File: config.mk
export PLATFORM = sky130hd
export DESIGN_NAME = data_mem_arbiter_flat
export DESIGN_NICKNAME = d
export VERILOG_FILES = /design/src/rtl/data_mem_arbiter_pkg.sv /design/src/rtl/data_mem_arbiter_if.sv /design/src/rtl/data_mem_arbiter_arb_rr2.sv /design/src/rtl/data_mem_arbiter.sv /design/src/flat_wrapper.sv
export SDC_FILE = /design/constraint.sdc
export NUM_CORES = 1
export LEC_CHECK = 0
export CORE_AREA = 2 2 120 122
export DETAILED_ROUTE_END_ITERATION = 10
export DIE_AREA = 0 0 122 124
export GPL_TIMING_DRIVEN = 1
export HOLD_SLACK_MARGIN = 0.05
export PLACE_DENSITY = 0.54
export SYNTH_ARGS = -nofsm -noshare
export SYNTH_HDL_FRONTEND = slang
export SYNTH_HIERARCHICAL = 1
export SYNTH_SLANG_ARGS = --single-unit
File: constraint.sdc
create_clock -name clk -period 2.9 [get_ports clk]
set_clock_uncertainty 0.05 [all_clocks]
set_input_delay 0.435 -clock clk [delete_from_list [all_inputs] [get_ports clk]]
set_output_delay 0.435 -clock clk [all_outputs]
set_load 0.1 [all_outputs]
File: src/rtl/data_mem_arbiter_pkg.sv
// -----------------------------------------------------------------------------
// data_mem_arb_pkg
// Shared types and default widths for the data memory arbiter.
//   owner_e        : identifies the port that owns an access (core / loader)
//   DMA_ADDR_WIDTH : default byte address width
//   DMA_DATA_WIDTH : default data word width (multiple of 8)
// -----------------------------------------------------------------------------
package data_mem_arb_pkg;

    typedef enum logic {
        OWNER_CORE   = 1'b0,
        OWNER_LOADER = 1'b1
    } owner_e;

    localparam int unsigned DMA_ADDR_WIDTH = 32;
    localparam int unsigned DMA_DATA_WIDTH = 32;

endpackage

File: src/rtl/data_mem_arbiter_if.sv
// -----------------------------------------------------------------------------
// data_mem_arbiter_if
// Bundles both requester ports and the RAM port of the data memory arbiter.
//   m0_* : core load/store port      m1_* : loader/debug port (+ m1_lock)
//   mem_*: single-port synchronous data RAM
// Modports:
//   slave  : arbiter view (requests and mem_rdata in; grants, responses and
//            RAM controls out)
//   master : requester/RAM view (the reverse)
// -----------------------------------------------------------------------------
interface data_mem_arbiter_if #(
    parameter int unsigned ADDR_WIDTH = data_mem_arb_pkg::DMA_ADDR_WIDTH,
    parameter int unsigned DATA_WIDTH = data_mem_arb_pkg::DMA_DATA_WIDTH
);

    logic                    m0_req,    m1_req;
    logic                    m0_we,     m1_we;
    logic [ADDR_WIDTH-1:0]   m0_addr,   m1_addr;
    logic [DATA_WIDTH-1:0]   m0_wdata,  m1_wdata;
    logic [DATA_WIDTH/8-1:0] m0_wstrb,  m1_wstrb;
    logic                    m1_lock;
    logic                    m0_gnt,    m1_gnt;
    logic                    m0_rvalid, m1_rvalid;
    logic [DATA_WIDTH-1:0]   m0_rdata,  m1_rdata;

    logic                    mem_en;
    logic                    mem_we;
    logic [ADDR_WIDTH-1:0]   mem_addr;
    logic [DATA_WIDTH-1:0]   mem_wdata;
    logic [DATA_WIDTH/8-1:0] mem_wstrb;
    logic [DATA_WIDTH-1:0]   mem_rdata;

    modport slave (
        input  m0_req, m1_req, m0_we, m1_we, m0_addr, m1_addr,
               m0_wdata, m1_wdata, m0_wstrb, m1_wstrb, m1_lock, mem_rdata,
        output m0_gnt, m1_gnt, m0_rvalid, m1_rvalid, m0_rdata, m1_rdata,
               mem_en, mem_we, mem_addr, mem_wdata, mem_wstrb
    );

    modport master (
        output m0_req, m1_req, m0_we, m1_we, m0_addr, m1_addr,
               m0_wdata, m1_wdata, m0_wstrb, m1_wstrb, m1_lock, mem_rdata,
        input  m0_gnt, m1_gnt, m0_rvalid, m1_rvalid, m0_rdata, m1_rdata,
               mem_en, mem_we, mem_addr, mem_wdata, mem_wstrb
    );

endinterface

File: src/rtl/data_mem_arbiter_arb_rr2.sv
// -----------------------------------------------------------------------------
// arb_rr2
// Two-way grant logic with loader bus lock.
//   clk, rst_n : clock, asynchronous active-low reset
//   req_i[1:0] : requests (bit 0 = core, bit 1 = loader)
//   lock_i     : loader asks to keep ownership after its current grant
//   gnt_o[1:0] : combinational one-hot (or zero) grant, forced 0 in reset
// Build option DATA_MEM_ARB_FIXED_PRIO_EN: ties always go to the core and the
// last-owner register is removed; lock behaviour is unchanged.
// -----------------------------------------------------------------------------
module arb_rr2
    import data_mem_arb_pkg::*;
(
    input  logic       clk,
    input  logic       rst_n,
    input  logic [1:0] req_i,
    input  logic       lock_i,
    output logic [1:0] gnt_o
);

    logic locked_q, locked_d;

`ifndef DATA_MEM_ARB_FIXED_PRIO_EN
    owner_e last_owner_q, last_owner_d;
`endif

    always_comb begin
        gnt_o = '0;
        if (!rst_n) begin
            gnt_o = '0;
        end else if (locked_q) begin
            gnt_o[1] = req_i[1];
        end else if (req_i == 2'b11) begin
`ifdef DATA_MEM_ARB_FIXED_PRIO_EN
            gnt_o = 2'b01;
`else
            // tie goes to the port that did not win last
            gnt_o = (last_owner_q == OWNER_LOADER) ? 2'b01 : 2'b10;
`endif
        end else begin
            gnt_o = req_i;
        end
    end

    // Lock follows m1_lock on every loader grant; a locked bus with no loader
    // request is released so an abandoned lock cannot starve the core.
    always_comb begin
        locked_d = locked_q;
        if (gnt_o[1]) begin
            locked_d = lock_i;
        end else if (locked_q && !req_i[1]) begin
            locked_d = 1'b0;
        end
    end

`ifndef DATA_MEM_ARB_FIXED_PRIO_EN
    always_comb begin
        last_owner_d = last_owner_q;
        if (gnt_o[0]) begin
            last_owner_d = OWNER_CORE;
        end else if (gnt_o[1]) begin
            last_owner_d = OWNER_LOADER;
        end
    end
`endif

    always_ff @(posedge clk or negedge rst_n) begin
        if (!rst_n) begin
            locked_q     <= 1'b0;
`ifndef DATA_MEM_ARB_FIXED_PRIO_EN
            last_owner_q <= OWNER_LOADER;
`endif
        end else begin
            locked_q     <= locked_d;
`ifndef DATA_MEM_ARB_FIXED_PRIO_EN
            last_owner_q <= last_owner_d;
`endif
        end
    end

endmodule

File: src/rtl/data_mem_arbiter.sv
// -----------------------------------------------------------------------------
// data_mem_arbiter
// Shares the single-port synchronous data RAM between the core load/store port
// (port 0) and the program loader/debug port (port 1).
//   clk   : clock, all state on rising edge
//   reset : asynchronous active-low reset
//   bus   : data_mem_arbiter_if.slave (both requester ports + RAM port)
// Grants are combinational (arb_rr2); the granted port drives the RAM, and a
// read grant returns mem_rdata to its owner one cycle later.
// Build option DATA_MEM_ARB_FIXED_PRIO_EN: fixed priority (core wins ties)
// instead of round-robin.
// -----------------------------------------------------------------------------
module data_mem_arbiter
    import data_mem_arb_pkg::*;
(
    input  logic              clk,
    input  logic              reset,
    data_mem_arbiter_if.slave bus
);

    logic [1:0] gnt;
    logic       rd_pending_q, rd_pending_d;
    owner_e     rd_owner_q,   rd_owner_d;
    logic       m0_rvalid,    m1_rvalid;

    arb_rr2 u_arb (
        .clk   (clk),
        .rst_n (reset),
        .req_i ({bus.m1_req, bus.m0_req}),
        .lock_i(bus.m1_lock),
        .gnt_o (gnt)
    );

    assign bus.m0_gnt = gnt[0];
    assign bus.m1_gnt = gnt[1];

    always_comb begin
        bus.mem_en    = gnt[0] | gnt[1];
        bus.mem_we    = 1'b0;
        bus.mem_addr  = '0;
        bus.mem_wdata = '0;
        bus.mem_wstrb = '0;
        if (gnt[0]) begin
            bus.mem_we    = bus.m0_we;
            bus.mem_addr  = bus.m0_addr;
            bus.mem_wdata = bus.m0_wdata;
            bus.mem_wstrb = bus.m0_wstrb;
        end else if (gnt[1]) begin
            bus.mem_we    = bus.m1_we;
            bus.mem_addr  = bus.m1_addr;
            bus.mem_wdata = bus.m1_wdata;
            bus.mem_wstrb = bus.m1_wstrb;
        end
    end

    always_comb begin
        rd_pending_d = (gnt[0] & ~bus.m0_we) | (gnt[1] & ~bus.m1_we);
        rd_owner_d   = gnt[1] ? OWNER_LOADER : OWNER_CORE;
    end

    always_ff @(posedge clk or negedge reset) begin
        if (!reset) begin
            rd_pending_q <= 1'b0;
            rd_owner_q   <= OWNER_CORE;
        end else begin
            rd_pending_q <= rd_pending_d;
            rd_owner_q   <= rd_owner_d;
        end
    end

    assign m0_rvalid     = rd_pending_q && (rd_owner_q == OWNER_CORE);
    assign m1_rvalid     = rd_pending_q && (rd_owner_q == OWNER_LOADER);
    assign bus.m0_rvalid = m0_rvalid;
    assign bus.m1_rvalid = m1_rvalid;
    assign bus.m0_rdata  = m0_rvalid ? bus.mem_rdata : '0;
    assign bus.m1_rdata  = m1_rvalid ? bus.mem_rdata : '0;

endmodule

File: src/flat_wrapper.sv
// flat-port wrapper written by rule: the top's interface ports become plain ports
module data_mem_arbiter_flat import data_mem_arb_pkg::*;
  (clk, reset, bus_m0_req, bus_m1_req, bus_m0_we, bus_m1_we, bus_m0_addr, bus_m1_addr, bus_m0_wdata, bus_m1_wdata, bus_m0_wstrb, bus_m1_wstrb, bus_m1_lock, bus_mem_rdata, bus_m0_gnt, bus_m1_gnt, bus_m0_rvalid, bus_m1_rvalid, bus_m0_rdata, bus_m1_rdata, bus_mem_en, bus_mem_we, bus_mem_addr, bus_mem_wdata, bus_mem_wstrb);
  data_mem_arbiter_if #(.ADDR_WIDTH(32), .DATA_WIDTH(32)) bus_i ();
  input  logic clk;
  input  logic reset;
  input wire logic [$bits(bus_i.m0_req)-1:0] bus_m0_req;
  input wire logic [$bits(bus_i.m1_req)-1:0] bus_m1_req;
  input wire logic [$bits(bus_i.m0_we)-1:0] bus_m0_we;
  input wire logic [$bits(bus_i.m1_we)-1:0] bus_m1_we;
  input wire logic [$bits(bus_i.m0_addr)-1:0] bus_m0_addr;
  input wire logic [$bits(bus_i.m1_addr)-1:0] bus_m1_addr;
  input wire logic [$bits(bus_i.m0_wdata)-1:0] bus_m0_wdata;
  input wire logic [$bits(bus_i.m1_wdata)-1:0] bus_m1_wdata;
  input wire logic [$bits(bus_i.m0_wstrb)-1:0] bus_m0_wstrb;
  input wire logic [$bits(bus_i.m1_wstrb)-1:0] bus_m1_wstrb;
  input wire logic [$bits(bus_i.m1_lock)-1:0] bus_m1_lock;
  input wire logic [$bits(bus_i.mem_rdata)-1:0] bus_mem_rdata;
  output wire logic [$bits(bus_i.m0_gnt)-1:0] bus_m0_gnt;
  output wire logic [$bits(bus_i.m1_gnt)-1:0] bus_m1_gnt;
  output wire logic [$bits(bus_i.m0_rvalid)-1:0] bus_m0_rvalid;
  output wire logic [$bits(bus_i.m1_rvalid)-1:0] bus_m1_rvalid;
  output wire logic [$bits(bus_i.m0_rdata)-1:0] bus_m0_rdata;
  output wire logic [$bits(bus_i.m1_rdata)-1:0] bus_m1_rdata;
  output wire logic [$bits(bus_i.mem_en)-1:0] bus_mem_en;
  output wire logic [$bits(bus_i.mem_we)-1:0] bus_mem_we;
  output wire logic [$bits(bus_i.mem_addr)-1:0] bus_mem_addr;
  output wire logic [$bits(bus_i.mem_wdata)-1:0] bus_mem_wdata;
  output wire logic [$bits(bus_i.mem_wstrb)-1:0] bus_mem_wstrb;
  assign bus_i.m0_req = bus_m0_req;
  assign bus_i.m1_req = bus_m1_req;
  assign bus_i.m0_we = bus_m0_we;
  assign bus_i.m1_we = bus_m1_we;
  assign bus_i.m0_addr = bus_m0_addr;
  assign bus_i.m1_addr = bus_m1_addr;
  assign bus_i.m0_wdata = bus_m0_wdata;
  assign bus_i.m1_wdata = bus_m1_wdata;
  assign bus_i.m0_wstrb = bus_m0_wstrb;
  assign bus_i.m1_wstrb = bus_m1_wstrb;
  assign bus_i.m1_lock = bus_m1_lock;
  assign bus_i.mem_rdata = bus_mem_rdata;
  assign bus_m0_gnt = bus_i.m0_gnt;
  assign bus_m1_gnt = bus_i.m1_gnt;
  assign bus_m0_rvalid = bus_i.m0_rvalid;
  assign bus_m1_rvalid = bus_i.m1_rvalid;
  assign bus_m0_rdata = bus_i.m0_rdata;
  assign bus_m1_rdata = bus_i.m1_rdata;
  assign bus_mem_en = bus_i.mem_en;
  assign bus_mem_we = bus_i.mem_we;
  assign bus_mem_addr = bus_i.mem_addr;
  assign bus_mem_wdata = bus_i.mem_wdata;
  assign bus_mem_wstrb = bus_i.mem_wstrb;
  data_mem_arbiter u_core (.clk(clk), .reset(reset), .bus(bus_i));
endmodule
=== After elaboration in Yosys (flattened, before gate mapping) ===
Cells that the tools add are included.

* ROM bits: 0
* Register bits after elaboration: 4
* Memory bits (writable): 0
* Latch bits: 0
* Input port bits: 175
* Memories kept: 0

* Bitwise gates (word level): 7
* Multipliers: 0
* Shifts and indexed selects: 0
* Reduce and logical (&&, ||, !) cells: 6
* Multiplexer cells: 20
* Divide/modulo/power cells: 0
* $add $sub $neg: 0
* $lt $le $gt $ge: 0
* Eq/ne operators: 1

{| class="wikitable"
|+ Operator list
! kind !! count
|-
| two-way mux 32 bit || 6
|-
| two-way mux 1 bit || 9
|-
| two-way mux 4 bit || 2
|-
| two-way mux 2 bit || 3
|-
| nonzero test 2 bit || 2
|-
| logical AND 1 bit || 3
|-
| NOT 1 bit || 3
|-
| bitwise AND 1 bit || 2
|-
| == test 2 bit (second input constant) || 1
|-
| OR 1 bit || 2
|-
| logical NOT 1 bit || 1
|}

=== Logic depth before layout (Yosys ltp) ===
* Depth after elaboration: 6
* Depth in mapped cells: 8

=== Modules after synthesis ===
The synthesis kept the hierarchy.

{| class="wikitable"
|+ Modules (own cells, without submodules)
! module !! cells an instance !! instances !! seq. area each (sq um) !! area each (sq um)
|-
| data_mem_arbiter || 169 || 1 || 50.0 || 1232.4
|-
| arb_rr2 || 13 || 1 || 51.3 || 120.1
|}

=== Worst setup path before layout ===
OpenSTA, ideal clock, no wires.

* Path type: flip-flop to output port
* Start point: register u_core.u_arb.last_owner_q
* End point: output bus_mem_wstrb[1]
* Buffers on the path: 2
* Arrival time: 3.747 ns
* Data required time: 2.415 ns
* Path slack: -1.332 ns
* Cell stages (with the launch flop): 7
* Cells stage by stage: dfstp_2 inv_1 a21oi_1 buf_4 clkbuf_1 nand2_1 o21ai_1

* Elaborated cells between the ends (all ways): 7
* Classes of those cells: 7 x mux

{| class="wikitable"
|+ RTL lines
! item !! RTL line !! RTL
|-
| from (decl) || data_mem_arbiter_arb_rr2.sv:24 || <nowiki>owner_e last_owner_q, last_owner_d;</nowiki>
|-
| from (signal assigned) || data_mem_arbiter_arb_rr2.sv:76 || <nowiki>last_owner_q <= last_owner_d;</nowiki>
|-
| two-way mux 2 bit || data_mem_arbiter_arb_rr2.sv:38 || <nowiki>gnt_o = (last_owner_q == OWNER_LOADER) ? 2'b01 : 2'b10;</nowiki>
|-
| two-way mux 2 bit || data_mem_arbiter_arb_rr2.sv:33 || <nowiki>end else if (req_i == 2'b11) begin</nowiki>
|-
| two-way mux 1 bit || data_mem_arbiter_arb_rr2.sv:31 || <nowiki>end else if (locked_q) begin</nowiki>
|-
| two-way mux 2 bit || data_mem_arbiter_arb_rr2.sv:29 || <nowiki>if (!rst_n) begin</nowiki>
|-
| via bus_m0_gnt || flat_wrapper.sv:19 || <nowiki>output wire logic [$bits(bus_i.m0_gnt)-1:0] bus_m0_gnt;</nowiki>
|-
| two-way mux 4 bit || data_mem_arbiter.sv:43 || <nowiki>if (gnt[0]) begin</nowiki>
|-
| to (decl) || flat_wrapper.sv:29 || <nowiki>output wire logic [$bits(bus_i.mem_wstrb)-1:0] bus_mem_wstrb;</nowiki>
|}

The timed path passes the listed nets, and every way through them passes these cells.

=== Worst setup path after layout ===
* Start point: input reset
* End point: output bus_mem_wdata[13]

* Longest elaborated chain between the ends: 3

{| class="wikitable"
|+ Ends and longest elaborated chain
! item !! RTL line !! RTL
|-
| from (decl) || flat_wrapper.sv:6 || <nowiki>input logic reset;</nowiki>
|-
| two-way mux 2 bit * || data_mem_arbiter_arb_rr2.sv:29 ||
|-
| two-way mux 32 bit || data_mem_arbiter.sv:48 || <nowiki>end else if (gnt[1]) begin</nowiki>
|-
| two-way mux 32 bit * || data_mem_arbiter.sv:43 ||
|-
| to (decl) || flat_wrapper.sv:28 || <nowiki>output wire logic [$bits(bus_i.mem_wdata)-1:0] bus_mem_wdata;</nowiki>
|}

Mark *: on every way between the ends. The rest lies on a longest branch, timed or not.

==> impl_metrics.toml <==
[outcome]
outcome = "finished, final reports clean"

[sta]
setup_viol = 0
maxSlewViolCount = 0
rsz0062_at_grt = "no"
clock.fmax_ghz = 0.374
finalHoldViolations = 0
max-slew-margin-rel = 0.436
fin_setup_tns_ns = 0
post-route-min-period_ns = 2.68
worst_slew_pin_slew_ns = 0.847
fin_hold_ws_ns = 0.366
period_share = 0.923

[clock_network]
cts_buffers = 3
cts_hold_buffers = 0
cts_tree = "yes"
cts_max_path_buffers = 2
cts_resized = 0
clk_pin_slew_ns = 0.03
clk_latency_ns = 0.22
post-cts-setup-buffer-count = 0
h-tree-depth = 1
clock-sinks = 4
root_buffer = "clkbuf_16"

[die]
pin_count = 313
std_cell_rows = 43
die_width_um = 122
fp.dieArea_um2 = 15100
die_y_um = 124
start_util = 0.0986
core_um2 = 13700

[logic_synthesis]
seq_area_frac_synth = 0.0749
synth_cells = 182
syn_area_per_cell_um2 = 7.43
synth_area_leaders = "a22o_1 (44%), and2_1 (15%), and3_1 (15%)"
synth_cell_types = 23
synth_seq_cells = 4
yosysTopAreaCellShare = 0.440
synth_nets = 357
synth_top_area_cell = "a22o_1"
ys_warn_count = 6
synthesis.area_um2 = 1350

[routing]
vias_per_cell = 4.04
drc = 0
wire_per_inst_um = 17.4
drt_pre_antenna_iters = 4
routed_wl_um = 11500
drtIter0Drc = 63
vias = 2671
antenna_left = 0

[finish]
layout.nets = 657
antennaDiodeCount = 0
final_common_cell = "clkdlybuf4s50_1"
area_growth_pct = 330
layout_common_cells = "clkdlybuf4s50_1 (174), buf_12 (107), a22o_2 (68), buf_4 (39), and2_1 (33)"
drive_gt1_frac = 0.466
stdcell_area_um2 = 5820

[pwr]
cellPowerDensity_nw_per_um2 = 374
ir_drop_mv = 0.177
p_leak_nw = 2.52
power_mw = 2.18

[place]
post-dp-hpwl_um = 10200
port_buffers = 312
globalplace.congestion = 0.786
placed_area_um2 = 5740

[critical_path]
crit_start = "reset"
critPathArrivalTime_ns = 2.19
crit_path_start_kind = "primary input"
worstPathRequired_ns = 2.41
worstSetupPathType = "primary input to output port"
r2r_cells = 5
endpoint_kind = "output port"
r2r-start = "u_core/u_arb/last_owner_q$_DFFE_PN1P_"
worst-path-max-fanout = 52

[grt]
grt_first_pass_wirelength_um = 16500
met2_usage = 0.293
grt_use_met3 = 0.0527
grt_max_degree = 60
overflow = 0
grt.met1_usage = 0.134
grt_pass1_vias = 2902
grt_usage = 0.142
grt_busiest_layer = "met2"
grt_antenna_before_repair = 0

[flow_run]
maxCapViolCount = 0

[worst_hold_path]
worstHoldPathType = "primary input to async pin"
==> Yosys cell counts <==
master	n
a21boi_1	1
a21o_1	1
a21oi_1	1
a22o_1	68
a31oi_1	1
and2_1	33
and2b_1	1
and3_1	32
and3b_1	1
buf_2	5
buf_4	1
buf_6	4
clkbuf_1	15
dfrtp_1	3
dfstp_2	1
inv_1	4
inv_2	1
nand2_1	4
nand3b_1	1
nor2b_2	1
o21ai_1	1
o221a_2	1
o22ai_1	1
==> registers in the layout, indices dropped and copies added (netlist names) <==
register,count
u_core/u_arb/last_owner_q,1
u_core/rd_pending_q,1
u_core/u_arb/locked_q,1
u_core/rd_owner_q,1
==> cell type report <==
type / instances / area [um^2]
clock buffers: 4 / 78.8
inverters: 5 / 18.8
repair buffers: 320 / 4180
flip-flops and latches: 4 / 101
multi-input cells: 148 / 1220
well taps: 180 / 225
fillers: 1329 / 7900
==> layer usage <==
| metal | share of wire | up-vias | routed length [um] |
|---|---|---|---|
| met5 | 0 | - | 0 |
| li1 | - | 1295 | - |
| met2 | 0.57 | 168 | 6620 |
| met3 | 0.12 | 4 | 1380 |
| met4 | 0.0089 | 0 | 103 |
| met1 | 0.30 | 1204 | 3420 |
==> worst max-delay path: stages <==
cell and delay (ns):
clkdlybuf4s50_1 0.57, nand2_1 0.14, a31oi_4 0.17, nor2b_4 0.20, buf_12 0.25, a22o_2 0.22
buf_12 0.18
==> through the flow <==
step	worst slack, ns	instances	util
after CTS	0.178	661	0.424
after global placement	0.202	657	0.418
after floorplan	0.0951	182	-
after global routing	0.102	661	0.424
after detailed placement	0.186	657	0.418
final	0.223	661	0.424
==> report_power, final <==
| part | switching (mW) | internal (mW) | total (mW) | leakage (nW) |
|---|---|---|---|---|
| clock | 0.0409 | 0.182 | 0.223 | 0.0382 |
| combinational | 1.14 | 0.741 | 1.88 | 2.44 |
| sequential | 0.00870 | 0.0660 | 0.0747 | 0.0500 |
==> cells by family after synthesis <==
kind of cell | after synthesis | synth area share
simple gates | 73 | 0.336
buf+inv | 30 | 0.113
flops | 4 | 0.0749
compound gates | 75 | 0.476
==> final timing paths <==
check / endpoint / slack, ns
setup / recovery: bus_mem_wdata[13] / 0.22
hold / removal: u_core/rd_pending_q$_DFF_PN0_ / 0.37
setup reg to reg: u_core/rd_pending_q$_DFF_PN0_ / 1.27
hold reg to reg: u_core/u_arb/last_owner_q$_DFFE_PN1P_ / 0.50
max in group asynchronous: u_core/u_arb/last_owner_q$_DFFE_PN1P_ / 2.03
min in group clk: u_core/u_arb/last_owner_q$_DFFE_PN1P_ / 0.50
Note: power is estimated with default switching activity, not from simulation.
